<file path="src/rtl/fir_xifu_ex.sv">
// FIR XIFU execute stage: gates each instruction on its XIF commit/kill, issues xfirlw/xfirsw memory requests
// and computes xfirdotp. Optional FIR_XIFU_DOTP_SAT_EN: saturate xfirdotp to signed XLEN instead of wrapping.
module fir_xifu_ex #(
    parameter int ID_W = 4,
    parameter int XLEN = 32
) (
    input  logic            clk_i,
    input  logic            rst_ni,
    input  logic            id2ex_valid_i,
    output logic            id2ex_ready_o,
    input  logic [1:0]      id2ex_instr_i,
    input  logic [ID_W-1:0] id2ex_id_i,
    input  logic [XLEN-1:0] id2ex_base_i,
    input  logic [11:0]     id2ex_offset_i,
    input  logic [4:0]      id2ex_rs1_i,
    input  logic [4:0]      id2ex_rs2_i,
    input  logic [4:0]      id2ex_rd_i,
    output logic [4:0]      rf_raddr_a_o,
    output logic [4:0]      rf_raddr_b_o,
    output logic [4:0]      rf_raddr_c_o,
    input  logic [XLEN-1:0] rf_rdata_a_i,
    input  logic [XLEN-1:0] rf_rdata_b_i,
    input  logic [XLEN-1:0] rf_rdata_c_i,
    input  logic            commit_valid_i,
    input  logic [ID_W-1:0] commit_id_i,
    input  logic            commit_kill_i,
    output logic            mem_valid_o,
    input  logic            mem_ready_i,
    output logic [XLEN-1:0] mem_addr_o,
    output logic            mem_we_o,
    output logic [3:0]      mem_be_o,
    output logic [XLEN-1:0] mem_wdata_o,
    output logic [ID_W-1:0] mem_id_o,
    output logic            ex2wb_valid_o,
    output logic            ex2wb_load_o,
    output logic            ex2wb_we_o,
    output logic [4:0]      ex2wb_rd_o,
    output logic [ID_W-1:0] ex2wb_id_o,
    output logic [XLEN-1:0] ex2wb_result_o
);
    localparam int NUM_ID = 2 ** ID_W;
    localparam logic [1:0] INSTR_INVALID = 2'b00;
    localparam logic [1:0] INSTR_LW      = 2'b01;
    localparam logic [1:0] INSTR_SW      = 2'b10;

`ifdef FIR_XIFU_DOTP_SAT_EN
    localparam int SUM_W = XLEN + 2;
`else
    localparam int SUM_W = XLEN;
`endif

    typedef enum logic [1:0] {IDLE, WAIT_COMMIT, MEM_REQ, EXEC} state_e;

    state_e            state_q, state_d;
    logic [1:0]        instr_q, instr_d;
    logic [ID_W-1:0]   id_q, id_d;
    logic [XLEN-1:0]   base_q, base_d;
    logic [11:0]       offset_q, offset_d;
    logic [4:0]        rs1_q, rs1_d, rs2_q, rs2_d, rd_q, rd_d;
    logic [NUM_ID-1:0] committed_q, committed_d, killed_q, killed_d;
    logic              ex2wb_valid_q, ex2wb_valid_d;
    logic              ex2wb_load_q, ex2wb_load_d;
    logic              ex2wb_we_q, ex2wb_we_d;
    logic [4:0]        ex2wb_rd_q, ex2wb_rd_d;
    logic [ID_W-1:0]   ex2wb_id_q, ex2wb_id_d;
    logic [XLEN-1:0]   ex2wb_result_q, ex2wb_result_d;

    logic              hit_kill, hit_commit, consume;
    logic [XLEN-1:0]   mem_addr;
    logic signed [31:0] prod_lo, prod_hi;
    logic [SUM_W-1:0]  dotp_sum;
    logic [XLEN-1:0]   dotp_result;

    // Same-cycle commit/kill for the held id counts as if it were already in the bitmap.
    assign hit_kill   = killed_q[id_q] | (commit_valid_i & commit_kill_i & (commit_id_i == id_q));
    assign hit_commit = committed_q[id_q] | (commit_valid_i & ~commit_kill_i & (commit_id_i == id_q));

    assign mem_addr = base_q + XLEN'($signed(offset_q));

    always_comb begin
        prod_lo  = 32'($signed(rf_rdata_a_i[15:0])) * 32'($signed(rf_rdata_b_i[15:0]));
        prod_hi  = 32'($signed(rf_rdata_a_i[31:16])) * 32'($signed(rf_rdata_b_i[31:16]));
        dotp_sum = SUM_W'($signed(rf_rdata_c_i)) + SUM_W'(prod_lo) + SUM_W'(prod_hi);
`ifdef FIR_XIFU_DOTP_SAT_EN
        // Representable in XLEN signed bits only if the top three sum bits agree.
        if (dotp_sum[SUM_W-1:XLEN-1] != 3'b000 && dotp_sum[SUM_W-1:XLEN-1] != 3'b111) begin
            dotp_result = dotp_sum[SUM_W-1] ? {1'b1, {(XLEN-1){1'b0}}} : {1'b0, {(XLEN-1){1'b1}}};
        end else begin
            dotp_result = dotp_sum[XLEN-1:0];
        end
`else
        dotp_result = dotp_sum;
`endif
    end

    always_comb begin
        state_d        = state_q;
        instr_d        = instr_q;
        id_d           = id_q;
        base_d         = base_q;
        offset_d       = offset_q;
        rs1_d          = rs1_q;
        rs2_d          = rs2_q;
        rd_d           = rd_q;
        consume        = 1'b0;
        ex2wb_valid_d  = 1'b0;
        ex2wb_load_d   = ex2wb_load_q;
        ex2wb_we_d     = ex2wb_we_q;
        ex2wb_rd_d     = ex2wb_rd_q;
        ex2wb_id_d     = ex2wb_id_q;
        ex2wb_result_d = ex2wb_result_q;

        unique case (state_q)
            IDLE: begin
                if (id2ex_valid_i) begin
                    instr_d  = id2ex_instr_i;
                    id_d     = id2ex_id_i;
                    base_d   = id2ex_base_i;
                    offset_d = id2ex_offset_i;
                    rs1_d    = id2ex_rs1_i;
                    rs2_d    = id2ex_rs2_i;
                    rd_d     = id2ex_rd_i;
                    state_d  = WAIT_COMMIT;
                end
            end
            WAIT_COMMIT: begin
                // INVALID never receives a commit, so it must leave the bitmaps alone.
                if (instr_q == INSTR_INVALID) begin
                    state_d = IDLE;
                end else if (hit_kill) begin
                    consume = 1'b1;
                    state_d = IDLE;
                end else if (hit_commit) begin
                    consume = 1'b1;
                    state_d = (instr_q == INSTR_LW || instr_q == INSTR_SW) ? MEM_REQ : EXEC;
                end
            end
            MEM_REQ: begin
                if (mem_ready_i) begin
                    ex2wb_valid_d  = 1'b1;
                    ex2wb_load_d   = (instr_q == INSTR_LW);
                    ex2wb_we_d     = (instr_q == INSTR_LW);
                    ex2wb_rd_d     = rd_q;
                    ex2wb_id_d     = id_q;
                    ex2wb_result_d = '0;
                    state_d        = IDLE;
                end
            end
            EXEC: begin
                ex2wb_valid_d  = 1'b1;
                ex2wb_load_d   = 1'b0;
                ex2wb_we_d     = 1'b1;
                ex2wb_rd_d     = rd_q;
                ex2wb_id_d     = id_q;
                ex2wb_result_d = dotp_result;
                state_d        = IDLE;
            end
            default: state_d = IDLE;
        endcase
    end

    // Set from the commit strobe first so a same-cycle commit for the held id is also consumed.
    always_comb begin
        committed_d = committed_q;
        killed_d    = killed_q;
        if (commit_valid_i) begin
            if (commit_kill_i) killed_d[commit_id_i] = 1'b1;
            else               committed_d[commit_id_i] = 1'b1;
        end
        if (consume) begin
            committed_d[id_q] = 1'b0;
            killed_d[id_q]    = 1'b0;
        end
    end

    always_ff @(posedge clk_i or negedge rst_ni) begin
        if (!rst_ni) begin
            state_q        <= IDLE;
            instr_q        <= '0;
            id_q           <= '0;
            base_q         <= '0;
            offset_q       <= '0;
            rs1_q          <= '0;
            rs2_q          <= '0;
            rd_q           <= '0;
            committed_q    <= '0;
            killed_q       <= '0;
            ex2wb_valid_q  <= 1'b0;
            ex2wb_load_q   <= 1'b0;
            ex2wb_we_q     <= 1'b0;
            ex2wb_rd_q     <= '0;
            ex2wb_id_q     <= '0;
            ex2wb_result_q <= '0;
        end else begin
            state_q        <= state_d;
            instr_q        <= instr_d;
            id_q           <= id_d;
            base_q         <= base_d;
            offset_q       <= offset_d;
            rs1_q          <= rs1_d;
            rs2_q          <= rs2_d;
            rd_q           <= rd_d;
            committed_q    <= committed_d;
            killed_q       <= killed_d;
            ex2wb_valid_q  <= ex2wb_valid_d;
            ex2wb_load_q   <= ex2wb_load_d;
            ex2wb_we_q     <= ex2wb_we_d;
            ex2wb_rd_q     <= ex2wb_rd_d;
            ex2wb_id_q     <= ex2wb_id_d;
            ex2wb_result_q <= ex2wb_result_d;
        end
    end

    assign id2ex_ready_o = (state_q == IDLE);

    assign rf_raddr_a_o = rs1_q;
    assign rf_raddr_b_o = rs2_q;
    assign rf_raddr_c_o = rd_q;

    // Request fields are held registers, so they stay stable for the whole stall.
    assign mem_valid_o = (state_q == MEM_REQ);
    assign mem_addr_o  = mem_valid_o ? mem_addr : '0;
    assign mem_we_o    = mem_valid_o & (instr_q == INSTR_SW);
    assign mem_be_o    = 4'hF;
    assign mem_wdata_o = mem_valid_o ? rf_rdata_b_i : '0;
    assign mem_id_o    = mem_valid_o ? id_q : '0;

    assign ex2wb_valid_o  = ex2wb_valid_q;
    assign ex2wb_load_o   = ex2wb_load_q;
    assign ex2wb_we_o     = ex2wb_we_q;
    assign ex2wb_rd_o     = ex2wb_rd_q;
    assign ex2wb_id_o     = ex2wb_id_q;
    assign ex2wb_result_o = ex2wb_result_q;
endmodule

</file>
<file path="config.mk">
export PLATFORM = sky130hd
export DESIGN_NAME = fir_xifu_ex
export DESIGN_NICKNAME = d
export VERILOG_FILES = /design/src/rtl/fir_xifu_ex.sv
export SDC_FILE = /design/constraint.sdc
export NUM_CORES = 2
export LEC_CHECK = 0
export ABC_CLOCK_PERIOD_IN_PS = 3700
export CAP_MARGIN = 10
export CORE_UTILIZATION = 59
export DETAILED_ROUTE_END_ITERATION = 10
export HOLD_SLACK_MARGIN = 0.08
export PLACE_DENSITY = 0.83
export SYNTH_ARGS = -nofsm -noshare
export SYNTH_HDL_FRONTEND = slang
export SYNTH_SLANG_ARGS = --single-unit
</file>
<file path="constraint.sdc">
create_clock -name clk_i -period 3.7 [get_ports clk_i]
set_input_delay 0.555 -clock clk_i [delete_from_list [all_inputs] [get_ports clk_i]]
set_output_delay 0.555 -clock clk_i [all_outputs]
set_load 0.005 [all_outputs]
</file>
==> results.ini <==
[outcome]
outcome = complete, but fails checks
violations = DRC, setup timing

[routing]
wire_per_inst_um = 23.67
routed-via-count = 25170
wl_um = 100800
antenna_left = 0
drc_errors = 2
drt-pass1-iter-count = 10
drt_iter0_markers = 2608
via_per_inst = 5.910

[die]
dieWidth_um = 221.3
std_cell_rows = 80
fp.dieH_um = 221.3
design.core.area_um2 = 47650
io_pins = 305
floorplan.initialDensity_pct = 59.58
die-area_um2 = 48990

[synth]
synth_cell_types = 74
synth_top_area_share_pct = 43.94
syn_area_um2 = 28390
synth-main-ff-cell = dfrtp_1
synth_area_leader_cell = fa_1
synth.avg_cell_area_um2 = 9.632
synth_async_sr_flop_share_pct = 100.0
ys_ff_latch = 143
ys_warn_count = 0
syn_inst = 2947
seq_area_frac_synth_pct = 12.61
synth-edff-count = 0
yosys-top-cells-area = fa_1, dfrtp_1, inv_1

[run]
maxCapViolCount = 0

[sta]
skew_ns = 0.009235
finalSetupViolations = 38
rsz0062_at_grt = true
fmax_ghz = 0.1373
hold_viol = 0
finalCritPeriodShare_pct = 196.9
worst_pin_slew_ns = 0.8238
hold_ws_ns = 0.1768
max_slew_margin_pct = 45.08
setup_slack_ns = -3.584
fin_crit_ns = 7.284
slew_violations = 0

[cells_and_area]
multi_input_area_um2 = 23310
seq_area_um2 = 3578
fillers = 2597
fin_nets = 4588
synthToLayoutAreaGrowth_pct = 34.64
drive_gt1_share_pct = 26.56

[place]
dp_hpwl_um = 69520
gp_congestion = 0.9430
port_buffers = 300

[global_route]
grt_max_degree = 89
grt_pass1_wl_um = 143500
grt.overflow.total = 0
grt_usage_pct = 38.35
grt_pass1_vias = 26780
antenna_found_initial = 7

[cts]
cts_made_buffers = 17
insertion_delay_ns = 0.45
path_clk_slew_ns = 0.07
tritoncts = done
clock-sinks = 143
hold_buffers = 0
clock-root-buffer = clkbuf_16
clockBufferDepth = 2
htree_levels = 4

[worst_setup_path]
cp-start-kind = primary input
worst_path_max_delay_cell = fa_2
cp-end-kind = flop
worstPathRequired_ns = 4.02
crit_fanout = 6
cp_data_arrival_time_ns = 7.60
path_class = primary input to flop
critPathMaxStageDelay_ns = 0.61
cp_common_cell = fa_1

[hold_path]
hold_class = primary input to asynchronous set/reset pin

==> sequential cells by signal (all words and copies together), names as in the netlist <==
signal / flops
base_q: 32
committed_q: 16
ex2wb_id_o: 4
ex2wb_load_o: 1
ex2wb_rd_o: 5
ex2wb_result_o: 32
ex2wb_valid_o: 1
ex2wb_we_o: 1
id_q: 4
instr_q: 2
killed_q: 16
offset_q: 12
rf_raddr_a_o: 5
rf_raddr_b_o: 5
rf_raddr_c_o: 5
state_q: 2
==> per-layer routing <==
layer	share of wire [%]	GRT usage (%)
met1	33	47.04
met2	48	63.94
met3	10	7.290
met4	8.2	21.75
met5	0.028	0
==> placed cells by master, fill, tap and decap left out, drive strengths merged, types with 122 or more instances in the layout <==
master / instances
inv: 705
fa: 623
buf: 489
nand2: 323
and2: 263
clkdlybuf4s50: 213
ha: 170
dfrtp: 143
nor2: 122
==> cells in the mapped netlist, types with 24 or more instances <==
| master | instances |
|---|---|
| nor2_1 | 122 |
| and2_1 | 263 |
| mux2_2 | 70 |
| clkbuf_1 | 95 |
| xor2_1 | 26 |
| o21ai_0 | 41 |
| a21oi_1 | 70 |
| nand3_1 | 24 |
| xnor2_1 | 48 |
| nand2_1 | 323 |
| ha_1 | 170 |
| fa_1 | 623 |
| dfrtp_1 | 143 |
| inv_1 | 702 |
==> what timing repair did <==
item,in CTS,in global routing
pin swaps,175,252
cloned,4,4
buffers inserted,82,60
setup endpoints to repair,50,51
gates resized for setup,340,363
==> stage by stage <==
stage	cell area, µm²	worst slack [ns]	setup TNS (ns)	std cells	util (%)
2_1_floorplan	28990	-3.519	-71.80	2950	-
3_3_place_gp	35000	-4.023	-97.10	4083	73.46
3_5_place_dp	35000	-4.210	-100.67	4083	73.46
4_1_cts	36850	-3.473	-78.24	4199	77.33
5_1_grt	38210	-3.734	-85.81	4256	80.20
6_report	38220	-3.584	-81.30	4259	80.21
==> cell families (layout without fill, tap and decap cells) <==
logic type | Yosys count | after routing | synth area share, %
buffers and inverters | 815 | 1502 | 10.90
other | 1 | 11 | 0.01321
AO/OA/AOI/OAI | 223 | 223 | 5.232
adder cells (fa/ha/maj) | 793 | 793 | 51.43
XOR/XNOR | 74 | 74 | 2.283
flip-flops | 143 | 143 | 12.61
multiplexers | 81 | 81 | 3.517
AND/OR/NAND/NOR | 817 | 817 | 14.02
==> layout make-up <==
class / instances / area share, %
multi-input cells: 1992 / 61.00
repair buffers: 768 / 19.10
flip-flops and latches: 143 / 9.363
inverters: 702 / 6.927
well taps: 615 / 2.013
clock buffers: 19 / 1.159
clock inverters: 13 / 0.3929
diodes: 7 / 0.04583
==> final timing paths <==
kind	from	depth (start not counted)	slack [ns]	end
worst max-delay path	rf_rdata_a_i[31]	26	-3.58	ex2wb_result_o[31]$_DFFE_PN0P_
worst min-delay path	rst_ni	1	0.18	rf_raddr_c_o[4]$_DFFE_PN0P_
worst max register to register	id_q[0]$_DFFE_PN0P_	8	0.85	committed_q[3]$_DFF_PN0_
worst min register to register	committed_q[8]$_DFF_PN0_	2	0.49	committed_q[8]$_DFF_PN0_
max in group asynchronous	rst_ni	2	2.55	base_q[15]$_DFFE_PN0P_
min in group clk_i	committed_q[8]$_DFF_PN0_	2	0.49	committed_q[8]$_DFF_PN0_
==> worst max-delay path, delay by kind of cell <==
kind | cells | cell delay, ns
fa+ha+maj | 9 | 4.63
buf+inv | 8 | 0.72
mux | 1 | 0.24
simple gates | 4 | 0.45
compound gates | 4 | 1.00
Power is not shown: default switching activity piles up to over one toggle a cycle in this logic, so the estimate is an artifact.
